`config.mk`:
```
export PLATFORM = sky130hd
export DESIGN_NAME = joy_md_scan_flat
export DESIGN_NICKNAME = d
export VERILOG_FILES = /design/src/rtl/joy_md_pkg.sv /design/src/rtl/joy_md_scan_if.sv /design/src/rtl/md_step_timer.sv /design/src/rtl/joy_md_scan.sv /design/src/flat_wrapper.sv
export SDC_FILE = /design/constraint.sdc
export NUM_CORES = 1
export LEC_CHECK = 0
export BUFFER_PORTS_ARGS = -buffer_cell sky130_fd_sc_hd__buf_2
export CAP_MARGIN = 5
export CORE_MARGIN = 4
export CORE_UTILIZATION = 60
export DETAILED_ROUTE_END_ITERATION = 8
export PLACE_DENSITY = 0.84
export SYNTH_ARGS = -nofsm -noshare
export SYNTH_HDL_FRONTEND = slang
export SYNTH_SLANG_ARGS = --single-unit
```
`constraint.sdc`:
```
create_clock -name clk -period 5.95 [get_ports clk]
set_clock_uncertainty 0.15 [all_clocks]
set_input_delay 0.8925 -clock clk [delete_from_list [all_inputs] [get_ports clk]]
set_output_delay 0.8925 -clock clk [all_outputs]
set_load 0.05 [all_outputs]
```
`src/rtl/joy_md_pkg.sv`:
```
// Shared types and bit positions for the Mega Drive / DB9 pad scanner.
// Word layout matches the per-player joystick words used by the emu top.
package joy_md_pkg;

   typedef enum logic [3:0] {
      SETTLE,
      S1,
      S2,
      S3,
      S4,
      S5,
      S6,
      S7,
      S8,
      IDLE
   } state_t;

   localparam int BIT_R     = 0;
   localparam int BIT_L     = 1;
   localparam int BIT_D     = 2;
   localparam int BIT_U     = 3;
   localparam int BIT_A     = 4;
   localparam int BIT_B     = 5;
   localparam int BIT_C     = 6;
   localparam int BIT_X     = 7;
   localparam int BIT_Y     = 8;
   localparam int BIT_Z     = 9;
   localparam int BIT_START = 10;
   localparam int BIT_MODE  = 11;

   localparam int PIN_R  = 0;
   localparam int PIN_L  = 1;
   localparam int PIN_D  = 2;
   localparam int PIN_U  = 3;
   localparam int PIN_P6 = 4;
   localparam int PIN_P9 = 5;

endpackage

```
`src/rtl/joy_md_scan_if.sv`:
```
// Pad-side user port and the published per-player button words.
// The scanner is the master; the pads/consumer side is the slave.
interface joy_md_scan_if;

   logic [5:0]  joy_in;
   logic        joy_split;
   logic        joy_mdsel;
   logic [15:0] joystick1;
   logic [15:0] joystick2;
   logic [1:0]  six_btn;

   modport master (
      input  joy_in,
      output joy_split,
      output joy_mdsel,
      output joystick1,
      output joystick2,
      output six_btn
   );

   modport slave (
      output joy_in,
      input  joy_split,
      input  joy_mdsel,
      input  joystick1,
      input  joystick2,
      input  six_btn
   );

endinterface

```
`src/rtl/md_step_timer.sv`:
```
// Free-running protocol step timer; step_end marks the last cycle of a step.
module md_step_timer #(
   parameter int STEP_CYCLES = 512
) (
   input  logic clk,
   input  logic reset_n,
   input  logic restart,
   output logic step_end
);

   localparam int W = $clog2(STEP_CYCLES);

   logic [W-1:0] cnt;

   assign step_end = (cnt == W'(STEP_CYCLES - 1));

   always_ff @(posedge clk) begin
      if (!reset_n || restart) begin
         cnt <= '0;
      end else if (step_end) begin
         cnt <= '0;
      end else begin
         cnt <= cnt + 1'b1;
      end
   end

endmodule

```
`src/rtl/joy_md_scan.sv`:
```
// Two-player Mega Drive 6-button pad scanner over a shared 6-line port.
// Words are assembled during the scan and committed in one cycle at S8.
module joy_md_scan
   import joy_md_pkg::*;
#(
   parameter int STEP_CYCLES = 512,
   parameter int IDLE_STEPS  = 160
) (
   input  logic          clk,
   input  logic          reset_n,
   joy_md_scan_if.master pad
);

   localparam int IW = $clog2(IDLE_STEPS + 1);

   state_t        st;
   state_t        nxt;
   logic          step_end;
   logic [5:0]    sync1;
   logic [5:0]    sync2;
   logic [5:0]    pin;
   logic [11:0]   acc;
   logic [11:0]   word;
   logic          md;
   logic          six;
   logic          split;
   logic          mdsel;
   logic [IW-1:0] idle_cnt;
   logic          idle_last;

   md_step_timer #(
      .STEP_CYCLES(STEP_CYCLES)
   ) u_timer (
      .clk      (clk),
      .reset_n  (reset_n),
      .restart  (1'b0),
      .step_end (step_end)
   );

   always_ff @(posedge clk) begin
      if (!reset_n) begin
         sync1 <= '1;
         sync2 <= '1;
      end else begin
         sync1 <= pad.joy_in;
         sync2 <= sync1;
      end
   end

   assign pin       = ~sync2;
   assign idle_last = (idle_cnt == IW'(IDLE_STEPS - 1));

   always_ff @(posedge clk) begin
      if (!reset_n) begin
         st <= SETTLE;
      end else begin
         st <= nxt;
      end
   end

   always_comb begin
      nxt = st;
      if (step_end) begin
         unique case (st)
            SETTLE:  nxt = S1;
            S1:      nxt = S2;
            S2:      nxt = S3;
            S3:      nxt = S4;
            S4:      nxt = S5;
            S5:      nxt = S6;
            S6:      nxt = S7;
            S7:      nxt = S8;
            S8:      nxt = split ? IDLE : SETTLE;
            IDLE:    nxt = idle_last ? SETTLE : IDLE;
            default: nxt = SETTLE;
         endcase
      end
   end

   always_comb begin
      mdsel = 1'b1;
      unique case (st)
         S2, S4, S6, S8: mdsel = 1'b0;
         default:        mdsel = 1'b1;
      endcase
   end

   assign pad.joy_mdsel = mdsel;
   assign pad.joy_split = split;

   // Stale A/Start/XYZ/Mode from an earlier scan are masked by class.
   always_comb begin
      word = acc;
      if (!md) begin
         word[BIT_A]     = 1'b0;
         word[BIT_START] = 1'b0;
      end
      if (!six) begin
         word[BIT_X]    = 1'b0;
         word[BIT_Y]    = 1'b0;
         word[BIT_Z]    = 1'b0;
         word[BIT_MODE] = 1'b0;
      end
   end

   always_ff @(posedge clk) begin
      if (!reset_n) begin
         split         <= 1'b0;
         idle_cnt      <= '0;
         acc           <= '0;
         md            <= 1'b0;
         six           <= 1'b0;
         pad.joystick1 <= '0;
         pad.joystick2 <= '0;
         pad.six_btn   <= '0;
      end else if (step_end) begin
         unique case (st)
            S1: begin
               acc[BIT_R] <= pin[PIN_R];
               acc[BIT_L] <= pin[PIN_L];
               acc[BIT_D] <= pin[PIN_D];
               acc[BIT_U] <= pin[PIN_U];
               acc[BIT_B] <= pin[PIN_P6];
               acc[BIT_C] <= pin[PIN_P9];
            end
            S2: begin
               acc[BIT_A]     <= pin[PIN_P6];
               acc[BIT_START] <= pin[PIN_P9];
               md             <= pin[PIN_L] & pin[PIN_R];
            end
            S6: six <= md & (&pin[PIN_U:PIN_R]);
            S7: begin
               if (six) begin
                  acc[BIT_Z]    <= pin[PIN_U];
                  acc[BIT_Y]    <= pin[PIN_D];
                  acc[BIT_X]    <= pin[PIN_L];
                  acc[BIT_MODE] <= pin[PIN_R];
               end
            end
            S8: begin
               if (split) begin
                  pad.joystick2  <= {4'h0, word};
                  pad.six_btn[1] <= six;
               end else begin
                  pad.joystick1  <= {4'h0, word};
                  pad.six_btn[0] <= six;
               end
               split <= ~split;
            end
            IDLE: idle_cnt <= idle_last ? '0 : idle_cnt + 1'b1;
            default: ;
         endcase
      end
   end

endmodule

```
`src/flat_wrapper.sv`:
```
// flat-port wrapper written by rule: the top's interface ports become plain ports
module joy_md_scan_flat import joy_md_pkg::*;
#(
   parameter int STEP_CYCLES = 512,
   parameter int IDLE_STEPS  = 160
)
  (clk, reset_n, pad_joy_in, pad_joy_split, pad_joy_mdsel, pad_joystick1, pad_joystick2, pad_six_btn);
  joy_md_scan_if pad_i ();
  input  logic clk;
  input  logic reset_n;
  input wire logic [$bits(pad_i.joy_in)-1:0] pad_joy_in;
  output wire logic [$bits(pad_i.joy_split)-1:0] pad_joy_split;
  output wire logic [$bits(pad_i.joy_mdsel)-1:0] pad_joy_mdsel;
  output wire logic [$bits(pad_i.joystick1)-1:0] pad_joystick1;
  output wire logic [$bits(pad_i.joystick2)-1:0] pad_joystick2;
  output wire logic [$bits(pad_i.six_btn)-1:0] pad_six_btn;
  assign pad_i.joy_in = pad_joy_in;
  assign pad_joy_split = pad_i.joy_split;
  assign pad_joy_mdsel = pad_i.joy_mdsel;
  assign pad_joystick1 = pad_i.joystick1;
  assign pad_joystick2 = pad_i.joystick2;
  assign pad_six_btn = pad_i.six_btn;
  joy_md_scan #(.STEP_CYCLES(STEP_CYCLES), .IDLE_STEPS(IDLE_STEPS)) u_core (.clk(clk), .reset_n(reset_n), .pad(pad_i));
endmodule
```
==> metrics, run 1 <==
result of the run=finished, final reports clean; instance count after placement with tap cells included=412; max_cap viols=0; y dimension of the die=slightly below 80 µm; Tightest Pin Transition=0.9497 ns; Yosys warning count=0; average routed wire per standard cell=12.88 µm; area of the die=a little over 6000 µm²; via total after detailed routing=~2200; number of buffers created by CTS=9; horizontal extent of the die=78.78 µm; number of sinks on the clock net=74; average instance area after synthesis=about 9.1 µm²; most frequent standard cell in the layout excluding fill and tap cells=sky130_fd_sc_hd__dfxtp_1; vias in the first global route=about 2100; non-filler cells in the finished layout=between 400 and 500; remaining global-route overflow=0; hold violation total from the final report=0; wire length after detailed routing=approximately 5500 µm; fraction of final layout cells with drive strength greater than 1=approximately 16%; time the final worst path needs with I/O delays and setup=between 2 and 3 ns; final antenna-violating net count=0; Lkg Pwr=between 1 and 1.5 nW; worst supply voltage drop on vdd=around 0.00023 V; First DRT Iteration DRCs=113; highest fanout seen on the critical path=13; RD Place Congestion=a little over 0.8; multi-input combinational cell area=1364 µm²; final number of setup-violating endpoints=0; Tightest Hold Check Type=reg2reg; Fmax=366.7 MHz; number of nets in the final layout=367; Setup Fix Bufs, Post-CTS=0; pin count of the biggest net entering global routing=between 60 and 70; later-pin clock latency in the skew report=0.34 ns; antenna violations before repair=0; post-cts resize count=0; vias per cell=roughly 5.3; cells after synthesis=331; required time of the critical path=slightly above 6 ns; dominant synthesized flop cell=sky130_fd_sc_hd__dfxtp_1; share of the cycle needed by the critical path after routing=45.83%; Setup crit start kind=register; maximum count of clock buffers along a single path=2; Synth-to-Final Area Change=10.28%; Tot GR Track Use=~20%; async set-or-reset flop fraction in the synthesized netlist=0%; top-level port count=44; Fillers=between 300 and 400; P per Cell Area=270.4 nW/µm²; # port buffers=35; number of antenna repair diodes=0; deepest level of the CTS H-tree=3; Remaining DRCs=0; number of distinct library cells after synthesis=39; post-synthesis sequential area ratio=roughly 49%; Reg area=about 1500 µm²; commonest non-fill, non-tap cells in the layout=sky130_fd_sc_hd__dfxtp_1, sky130_fd_sc_hd__nand2_1, sky130_fd_sc_hd__buf_2; setup repair after global routing missed its margin=no; clock root buffer master=sky130_fd_sc_hd__clkbuf_8; Arr. time, crit path=2.84 ns; placeable core area=4786 µm²; max-slew violation total from the final report=0; Syn Std Cell Area=~3000 µm²; quantity of hold-fixing buffers added after cts=0; Core Rows=25; half-perimeter wire length of the detailed placement result=between 3000 and 4000 µm; starting utilization of the core area=62.80%; critical path class=reg2reg; post-CTS clock slew at the launch and capture registers of the worst setup and hold paths=around 0.070 ns; wire length of the first global-routing pass=9439 µm; clock tree from TritonCTS=done; max_slew headroom=between 30% and 40%; Critical Path Sink Type=register; number of enable-type register cells in the synthesized netlist=0; Final Util=69.25%; #FFs+latches synth=74; first-pass detailed-route iteration total=4; setup_tns=0 ns
through the flow:
stage	instance area (µm²)	hold WS [ns]	power (mW)	setup slack (ns)
final	3314	0.2570	0.8963	3.223
after floorplan	3032	0.2363	0.5425	3.134
after global routing	3314	0.2719	0.9332	2.892
after CTS	3314	0.2593	0.9066	3.203
after global placement	3131	0.2378	0.5427	3.382
after detailed placement	3131	0.2414	0.5429	3.271
worst paths after layout:
check                             start                 endpoint  slack [ns]  cells past startpoint
hold reg to reg         u_core.sync1[1]          u_core.sync2[1]        0.26                      1
setup / recovery  u_core.u_timer.cnt[0]  u_core.pad.joystick1[7]        3.22                      9
hold / removal          u_core.sync1[1]          u_core.sync2[1]        0.26                      1
setup reg to reg  u_core.u_timer.cnt[0]  u_core.pad.joystick1[7]        3.22                      9
synthesized netlist by cell type (4+ instances only):
cell type                   n  area share [%]
sky130_fd_sc_hd__nor2_1    20             2.5
sky130_fd_sc_hd__o211a_1   13             4.3
sky130_fd_sc_hd__clkbuf_1  13             1.6
sky130_fd_sc_hd__buf_4      8             2.0
sky130_fd_sc_hd__and2_1     4            0.83
sky130_fd_sc_hd__a21boi_1  10             2.5
sky130_fd_sc_hd__buf_2      5            0.83
sky130_fd_sc_hd__nand3_1   20             3.3
sky130_fd_sc_hd__dfxtp_1   74              49
sky130_fd_sc_hd__xnor2_1    9             2.6
sky130_fd_sc_hd__inv_1      5            0.62
sky130_fd_sc_hd__nor2b_1    4            0.83
sky130_fd_sc_hd__o21ai_0    7             1.2
sky130_fd_sc_hd__a21oi_1    4            0.67
sky130_fd_sc_hd__nand2_1   62             7.7
sky130_fd_sc_hd__a21boi_0  20             5.0
sky130_fd_sc_hd__nand2b_1  15             3.1
state kept, by name, summed over array words and instances, names as in the netlist:
signal	cells
u_core.pad.joystick1	12
u_core.pad.joystick2	12
u_core.sync1	6
u_core.pad.six_btn	2
u_core.six	1
u_core.u_timer.cnt	9
u_core.st	4
u_core.pad.joy_split	1
u_core.md	1
u_core.acc	12
u_core.idle_cnt	8
u_core.sync2	6
logic make-up (layout without fill, tap and decap cells):
kind of cell               count (synthesis)  count (layout)  share of synthesized area (%)
muxes                                      1               1                         0.3331
AOI/OAI and AO/OA                         59              59                          14.95
other                                      1               8                         0.1248
adders and majority gates                  3               3                          1.249
buffers and inverters                     34              56                          6.203
DFF                                       74              74                          49.29
xor gates and xnor gates                  12              12                          3.497
and+or+nand+nor                          147             147                          24.35
power by group:
| group | internal, mW | switching (mW) |
|---|---|---|
| logic | 0.00833 | 0.0199 |
| clock network | 0.191 | 0.174 |
| registers | 0.500 | 0.00284 |
cell type report:
| cell class | count | area share (%) |
|---|---|---|
| Inverter | 5 | 0.5663 |
| Sequential cell | 74 | 44.70 |
| Multi-Input combinational cell | 230 | 41.15 |
| Clock buffer | 10 | 3.850 |
| Clock inverter | 5 | 1.699 |
| Timing Repair Buffer | 36 | 5.512 |
| Tap cell | 67 | 2.529 |
routing by layer:
metal | routed length [µm] | GRT usage [%]
met4 | 60 | 8.042
met3 | 226 | 6.916
met2 | 2680 | 31.83
met1 | 2531 | 23.32
met5 | 0 | 0
worst max-delay path: stages (launching register included):
cell                       delay [ns]
sky130_fd_sc_hd__dfxtp_1         0.35
sky130_fd_sc_hd__ha_1            0.21
sky130_fd_sc_hd__nand2_1         0.06
sky130_fd_sc_hd__nor2_1          0.14
sky130_fd_sc_hd__and3_1          0.18
sky130_fd_sc_hd__ha_1            0.34
sky130_fd_sc_hd__nand2b_1        0.22
sky130_fd_sc_hd__nor3_2          0.68
sky130_fd_sc_hd__nand3_1         0.16
sky130_fd_sc_hd__a21boi_1        0.17
(Power assumes the default switching activity.)
==> run 2: changes to the inputs <==
--- a/config.mk
+++ b/config.mk
@@ -8,9 +8,9 @@
 export BUFFER_PORTS_ARGS = -buffer_cell sky130_fd_sc_hd__buf_2
 export CAP_MARGIN = 5
 export CORE_MARGIN = 4
-export CORE_UTILIZATION = 60
+export CORE_UTILIZATION = 56
 export DETAILED_ROUTE_END_ITERATION = 8
-export PLACE_DENSITY = 0.84
+export PLACE_DENSITY = 0.79
 export SYNTH_ARGS = -nofsm -noshare
 export SYNTH_HDL_FRONTEND = slang
 export SYNTH_SLANG_ARGS = --single-unit
==> constraint.sdc (replaced) <==
create_clock -name clk -period 2.6 [get_ports clk]
set_clock_uncertainty 0.15 [all_clocks]
set_input_delay 0.39 -clock clk [delete_from_list [all_inputs] [get_ports clk]]
set_output_delay 0.39 -clock clk [all_outputs]
set_load 0.05 [all_outputs]
==> run 2 against run 1 <==
Net effect:
- clock power rose to 2.6 times the previous value
- sequential share of layout area shrank 1.7 points
- global-route usage decreased by 0.47 points
- largest cell class unchanged
- utilization decreased by 2.2 points
==> metrics, run 2 (synthesis results as in run 1) <==
Core Rows=26 (was 25); Tightest Hold Check Type=in2reg (was reg2reg); share of the cycle needed by the critical path after routing=90.31% (was 45.83%); later-pin clock latency in the skew report=0.34 ns (about the same); total power draw=2.182 mW (was 0.8963 mW); total internal power=1.709 mW (was 0.6994 mW); via total after detailed routing=2306 (was 2249); y dimension of the die=81.26 µm (was 78.78 µm); hold violation total from the final report=0 (unchanged); area of the die=6603 µm² (was 6206 µm²); wire length of the first global-routing pass=9639 µm (was 9439 µm); Lkg Pwr=1.458 nW (was 1.387 nW); number of sinks on the clock net=74 (unchanged); switching power of the nets=0.4729 mW (was 0.1969 mW); setup_tns=0 ns (unchanged); deepest level of the CTS H-tree=3 (unchanged); wire length after detailed routing=5737 µm (was 5499 µm); number of cells on the worst hold path=2 (was 1); antenna violations before repair=0 (unchanged); vias per cell=5.217 (was 5.267); clock tree from TritonCTS=done (unchanged); clock root buffer master=sky130_fd_sc_hd__clkbuf_8 (unchanged); Arr. time, crit path=2.44 ns (was 2.84 ns); P per Cell Area=632.9 nW/µm² (was 270.4 nW/µm²); Setup crit start kind=register (unchanged); Synth-to-Final Area Change=14.70% (was 10.28%); clock power share=44.1% (was 40.7%); First DRT Iteration DRCs=104 (was 113); vias in the first global route=2135 (was 2109); time the final worst path needs with I/O delays and setup=2.348 ns (was 2.727 ns); commonest non-fill, non-tap cells in the layout=sky130_fd_sc_hd__dfxtp_1, sky130_fd_sc_hd__nand2_1, sky130_fd_sc_hd__buf_2 (unchanged); average routed wire per standard cell=12.98 µm (was 12.88 µm); half-perimeter wire length of the detailed placement result=3912 µm (was 3625 µm); net switching share of the total power=21.68% (was 21.97%); number of nets in the final layout=378 (was 367); Worst Hold Path EP=u_core.sync1[2] (was u_core.sync2[1]); Tot GR Track Use=19.03% (was 19.50%); max-slew violation total from the final report=0 (unchanged); sequential share of power=52.8% (was 56.2%); critical path class=reg2reg (unchanged); Remaining DRCs=0 (unchanged); RD Place Congestion=0.8067 (was 0.8113); Post-DP Area=3229 µm² (was 3131 µm²); first-pass detailed-route iteration total=4 (unchanged); worst supply voltage drop on vdd=0.0004881 V (was 0.0002341 V); biggest registers after layout=u_core.acc: 12 flops, u_core.pad.joystick1: 12 flops, u_core.pad.joystick2: 12 flops (unchanged); result of the run=finished, final reports clean (unchanged); required time of the critical path=2.69 ns (was 6.07 ns); Placement Setup Slack=0.3019 ns (was 3.271 ns); Fillers=433 (was 386); remaining global-route overflow=0 (unchanged); Reg area=1481 µm² (unchanged); Worst setup startpoint=u_core.u_timer.cnt[0] (unchanged); most frequent standard cell in the layout excluding fill and tap cells=sky130_fd_sc_hd__dfxtp_1 (unchanged); launching point of the worst reg2reg path=u_core.u_timer.cnt[0] (unchanged); Final Util=67.06% (was 69.25%); multi-input combinational cell area=1364 µm² (unchanged); post-cts resize count=0 (unchanged); Setup Fix Bufs, Post-CTS=0 (unchanged); Critical R2R Capture=u_core.pad.joystick1[5] (was u_core.pad.joystick1[7]); number of buffers created by CTS=9 (unchanged); highest fanout seen on the critical path=14 (was 13); # port buffers=35 (unchanged); fraction of final layout cells with drive strength greater than 1=18.55% (was 15.83%); top-level port count=44 (unchanged); quantity of hold-fixing buffers added after cts=0 (unchanged); Critical Path Sink Type=register (unchanged); post-CTS clock slew at the launch and capture registers of the worst setup and hold paths=0.08 ns (was 0.07 ns); least setup slack across all paths after layout=0.2520 ns (was 3.223 ns); maximum count of clock buffers along a single path=2 (unchanged); Gate power share=3.1% (was 3.2%); horizontal extent of the die=81.26 µm (was 78.78 µm); flop2flop setup slack=0.25 ns (was 3.22 ns); number of antenna repair diodes=0 (unchanged); setup repair after global routing missed its margin=no (unchanged); final antenna-violating net count=0 (unchanged); number of cells traversed by the worst register-to-register path=9 (unchanged); final number of setup-violating endpoints=0 (unchanged); starting utilization of the core area=58.47% (was 62.80%); Non-Filler Cell Area, Final=3447 µm² (was 3314 µm²); max_cap viols=0 (unchanged); placeable core area=5140 µm² (was 4786 µm²); pin count of the biggest net entering global routing=37 (was 64); Worst Min Path Start=pad_joy_in[2] (was u_core.sync1[1]); Fmax=425.9 MHz (was 366.7 MHz)
run 2: worst max path at each step:
stage / end / slack (ns) / cells after the start
floorplan: pad_joy_mdsel / 0.29 / 3
global placement: u_core.pad.joystick1[3] / 0.35 / 9
detailed placement: u_core.pad.joystick1[5] / 0.30 / 9
CTS: u_core.pad.joystick1[5] / 0.26 / 9
global route: u_core.acc[8] / 0.03 / 10
finish: u_core.pad.joystick1[5] / 0.25 / 9
run 2: metal layers:
metal | track usage (%) | part of all wire [%] | wire [µm] | vias to the layer above
met3 | 7.095 | 5.0 | 287 | 12
met5 | 0 | 0 | 0 | -
met4 | 9.122 | 2.0 | 112 | 0
met1 | 22.48 | 45 | 2556 | 1067
met2 | 30.37 | 48 | 2781 | 54
li1 | - | - | - | 1173
run 2: metrics by stage:
step	instances	hold slack, ns
after floorplan	338	0.2363
after global placement	426	0.2398
after detailed placement	426	0.2421
after CTS	442	0.05350
after global routing	442	0.05567
final	442	0.06843
run 2: worst max-delay path: stages, from the launching register on:
cell and delay, ns:
sky130_fd_sc_hd__dfxtp_1 0.36, sky130_fd_sc_hd__ha_1 0.22, sky130_fd_sc_hd__nand2_1 0.08, sky130_fd_sc_hd__nor2_1 0.16, sky130_fd_sc_hd__and3_1 0.19, sky130_fd_sc_hd__ha_1 0.20, sky130_fd_sc_hd__nand2b_1 0.12, sky130_fd_sc_hd__or3_1 0.55
sky130_fd_sc_hd__nand2_1 0.17, sky130_fd_sc_hd__a21boi_1 0.07
run 2: cell type report:
type / count / area share (%)
multi-input combinational: 230 / 39.56
sequential: 74 / 42.98
inverter: 5 / 0.5445
clock inverter: 6 / 2.613
clock buffer: 10 / 3.702
tap: 70 / 2.541
timing repair buffer: 47 / 8.058
run 2: power by group through the flow:
stage               combinational (mW)  clock, mW  sequential, mW
finish                          0.0666      0.963            1.15
global route                    0.0736       1.04            1.15
detailed placement              0.0666          0            1.18
floorplan                       0.0653          0            1.18
CTS                             0.0668      0.981            1.15
global placement                0.0660          0            1.18
==> run 3: changes to the inputs <==
--- a/config.mk
+++ b/config.mk
@@ -7,7 +7,7 @@
 export LEC_CHECK = 0
 export BUFFER_PORTS_ARGS = -buffer_cell sky130_fd_sc_hd__buf_2
 export CAP_MARGIN = 5
-export CORE_MARGIN = 4
+export CORE_MARGIN = 10
 export CORE_UTILIZATION = 56
 export DETAILED_ROUTE_END_ITERATION = 8
 export PLACE_DENSITY = 0.79
==> run 3 against run 2 <==
Net effect:
- sequential power about the same
- non-clock buffer count stayed put
- setup slack better by 0.020 ns
- sequential share of layout area stayed put
- combinational power grew 3%
- final cell count stayed put
- global-route usage decreased by 4.3 points
- critical path depth increased by 1
- first-iteration DRC count rose by 21%
- flip-flop and latch count unchanged
- critical path type unchanged
- largest power group unchanged
==> metrics, run 3 (synthesis results as in run 1) <==
result of the run=finished, final reports clean (unchanged); crit path cell chain=ha_1 -> nand2_1 -> nor2_1 -> and3_1 -> ha_1 -> nand2_1 -> nor4_2 -> buf_4 -> nand2_1 -> o211a_1 (was ha_1 -> nand2_1 -> nor2_1 -> and3_1 -> ha_1 -> nand2b_1 -> or3_1 -> nand2_1 -> a21boi_1); maximum count of clock buffers along a single path=2 (unchanged); max_slew headroom=approximately two thirds; max_cap viols=0 (unchanged); Setup crit start kind=register (unchanged); Non-Filler Cell Area, Final=3447 µm² (unchanged); Worst Min Path Start=pad_joy_in[3] (was pad_joy_in[2]); Tightest Hold Check Type=in2reg (unchanged); number of nets in the final layout=378 (unchanged); Critical Path Max Stage Delay=0.36 ns (was 0.55 ns); total internal power=1.615 mW (was 1.709 mW); Fmax=429.6 MHz (was 425.9 MHz); final antenna-violating net count=0 (unchanged); commonest non-fill, non-tap cells in the layout=sky130_fd_sc_hd__dfxtp_1, sky130_fd_sc_hd__nand2_1, sky130_fd_sc_hd__buf_2 (unchanged); horizontal extent of the die=93.26 µm (was 81.26 µm); y dimension of the die=93.26 µm (was 81.26 µm); launching point of the worst reg2reg path=u_core.u_timer.cnt[0] (unchanged); clock tree from TritonCTS=done (unchanged); most frequent cell on the critical path=sky130_fd_sc_hd__nand2_1; Tightest Pin Transition=about 0.52 ns; antenna violations before repair=0 (unchanged); Setup Fix Bufs, Post-CTS=0 (unchanged); # port buffers=35 (unchanged); Post-DP Area=3229 µm² (unchanged); average routed wire per standard cell=13.55 µm (was 12.98 µm); Gate power share=3.2% (was 3.1%); number of sinks on the clock net=74 (unchanged); deepest level of the CTS H-tree=3 (unchanged); wire length of the first global-routing pass=10290 µm (was 9639 µm); hold violation total from the final report=0 (unchanged); required time of the critical path=2.70 ns (was 2.69 ns); Arr. time, crit path=2.42 ns (was 2.44 ns); later-pin clock latency in the skew report=0.35 ns (was 0.34 ns); top-level port count=44 (unchanged); setup repair after global routing missed its margin=no (unchanged); highest fanout seen on the critical path=12 (was 14); post-CTS clock slew at the launch and capture registers of the worst setup and hold paths=0.08 ns (about the same); placeable core area=5172 µm² (was 5140 µm²); clock power share=42.2% (was 44.1%); vias per cell=5.161 (was 5.217); Remaining DRCs=0 (unchanged); number of buffers created by CTS=9 (unchanged); number of antenna repair diodes=0 (unchanged); Lkg Pwr=1.450 nW (was 1.458 nW); wire length after detailed routing=5990 µm (was 5737 µm); first-pass detailed-route iteration total=4 (unchanged); max-slew violation total from the final report=0 (unchanged); area of the die=8697 µm² (was 6603 µm²); Worst setup startpoint=u_core.u_timer.cnt[0] (unchanged); net switching share of the total power=23.51% (was 21.68%); Critical-path top delay cell=sky130_fd_sc_hd__dfxtp_1 (was sky130_fd_sc_hd__or3_1); RD Place Congestion=0.8374 (was 0.8067); number of cells traversed by the worst register-to-register path=10 (was 9); First DRT Iteration DRCs=126 (was 104); Critical Path Sink Type=register (unchanged); Final Util=66.64% (was 67.06%); starting utilization of the core area=58.10% (was 58.47%); share of the cycle needed by the critical path after routing=89.53% (was 90.31%); number of cells on the worst hold path=2 (unchanged); most frequent standard cell in the layout excluding fill and tap cells=sky130_fd_sc_hd__dfxtp_1 (unchanged); Synth-to-Final Area Change=14.70% (unchanged); setup_tns=0 ns (unchanged); clock root buffer master=sky130_fd_sc_hd__clkbuf_8 (unchanged); final number of setup-violating endpoints=0 (unchanged); biggest registers after layout=u_core.acc: 12 flops, u_core.pad.joystick1: 12 flops, u_core.pad.joystick2: 12 flops (unchanged); time the final worst path needs with I/O delays and setup=2.328 ns (was 2.348 ns); half-perimeter wire length of the detailed placement result=4279 µm (was 3912 µm); P per Cell Area=612.5 nW/µm² (was 632.9 nW/µm²); via total after detailed routing=2281 (was 2306); fraction of final layout cells with drive strength greater than 1=19.62% (was 18.55%); Tot GR Track Use=14.69% (was 19.03%); remaining global-route overflow=0 (unchanged); critical path class=reg2reg (unchanged); pin count of the biggest net entering global routing=27 (was 37); switching power of the nets=0.4963 mW (was 0.4729 mW); worst supply voltage drop on vdd=0.0004753 V (was 0.0004881 V); Core Rows=26 (unchanged); sequential share of power=54.6% (was 52.8%); vias in the first global route=2195 (was 2135)
[run 3: timing repair]
item | 4_1_cts | 5_1_grt
hold buffers | 0 | 0
gates resized for setup | 0 | 3
setup endpoints to repair | 0 | 11
[run 3: worst paths after layout]
| path | end | slack, ns |
|---|---|---|
| min reg2reg | u_core.sync2[0] | 0.26 |
| max | u_core.acc[2] | 0.27 |
| max reg2reg | u_core.acc[2] | 0.27 |
| min | u_core.sync1[3] | 0.07 |
[run 3: critical path: cells and delay by family (launching register included)]
family | cells | cell delay [ns]
compound gates | 1 | 0.12
fa+ha+maj | 2 | 0.43
buf+inv | 1 | 0.22
flops | 1 | 0.36
simple gates | 6 | 0.96
[run 3: cell type report]
class | count | area [µm²]
Clock inverter | 7 | 76.32
Sequential cell | 74 | 1481
Fill cell | 417 | 1725
Multi-Input combinational cell | 230 | 1381
Timing Repair Buffer | 47 | 277.8
Tap cell | 70 | 87.58
Inverter | 5 | 18.77
Clock buffer | 9 | 123.9
[run 3: power by group through the flow]
stage                     Sequential (mW)  Clock (mW)  Combinational [mW]
final                                1.15       0.891              0.0685
after global placement               1.18           0              0.0675
after floorplan                      1.18           0              0.0653
after CTS                            1.15       0.911              0.0685
after global routing                 1.15       0.968              0.0751
after detailed placement             1.18           0              0.0684
[run 3: per-layer routing]
| layer | routed length (µm) | track usage (%) |
|---|---|---|
| met5 | 0 | 0 |
| met4 | 85 | 5.141 |
| met3 | 368 | 5.596 |
| met2 | 2966 | 23.90 |
| met1 | 2571 | 17.26 |
[run 3: per-stage QoR]
step	instances	setup WS [ns]	power, mW	hold slack [ns]
2_1_floorplan	338	0.2865	1.241	0.2363
3_3_place_gp	426	0.3414	1.246	0.2409
3_5_place_dp	426	0.2556	1.247	0.2409
4_1_cts	442	0.2251	2.131	0.05185
5_1_grt	442	0.01392	2.197	0.05532
6_report	442	0.2723	2.111	0.06602
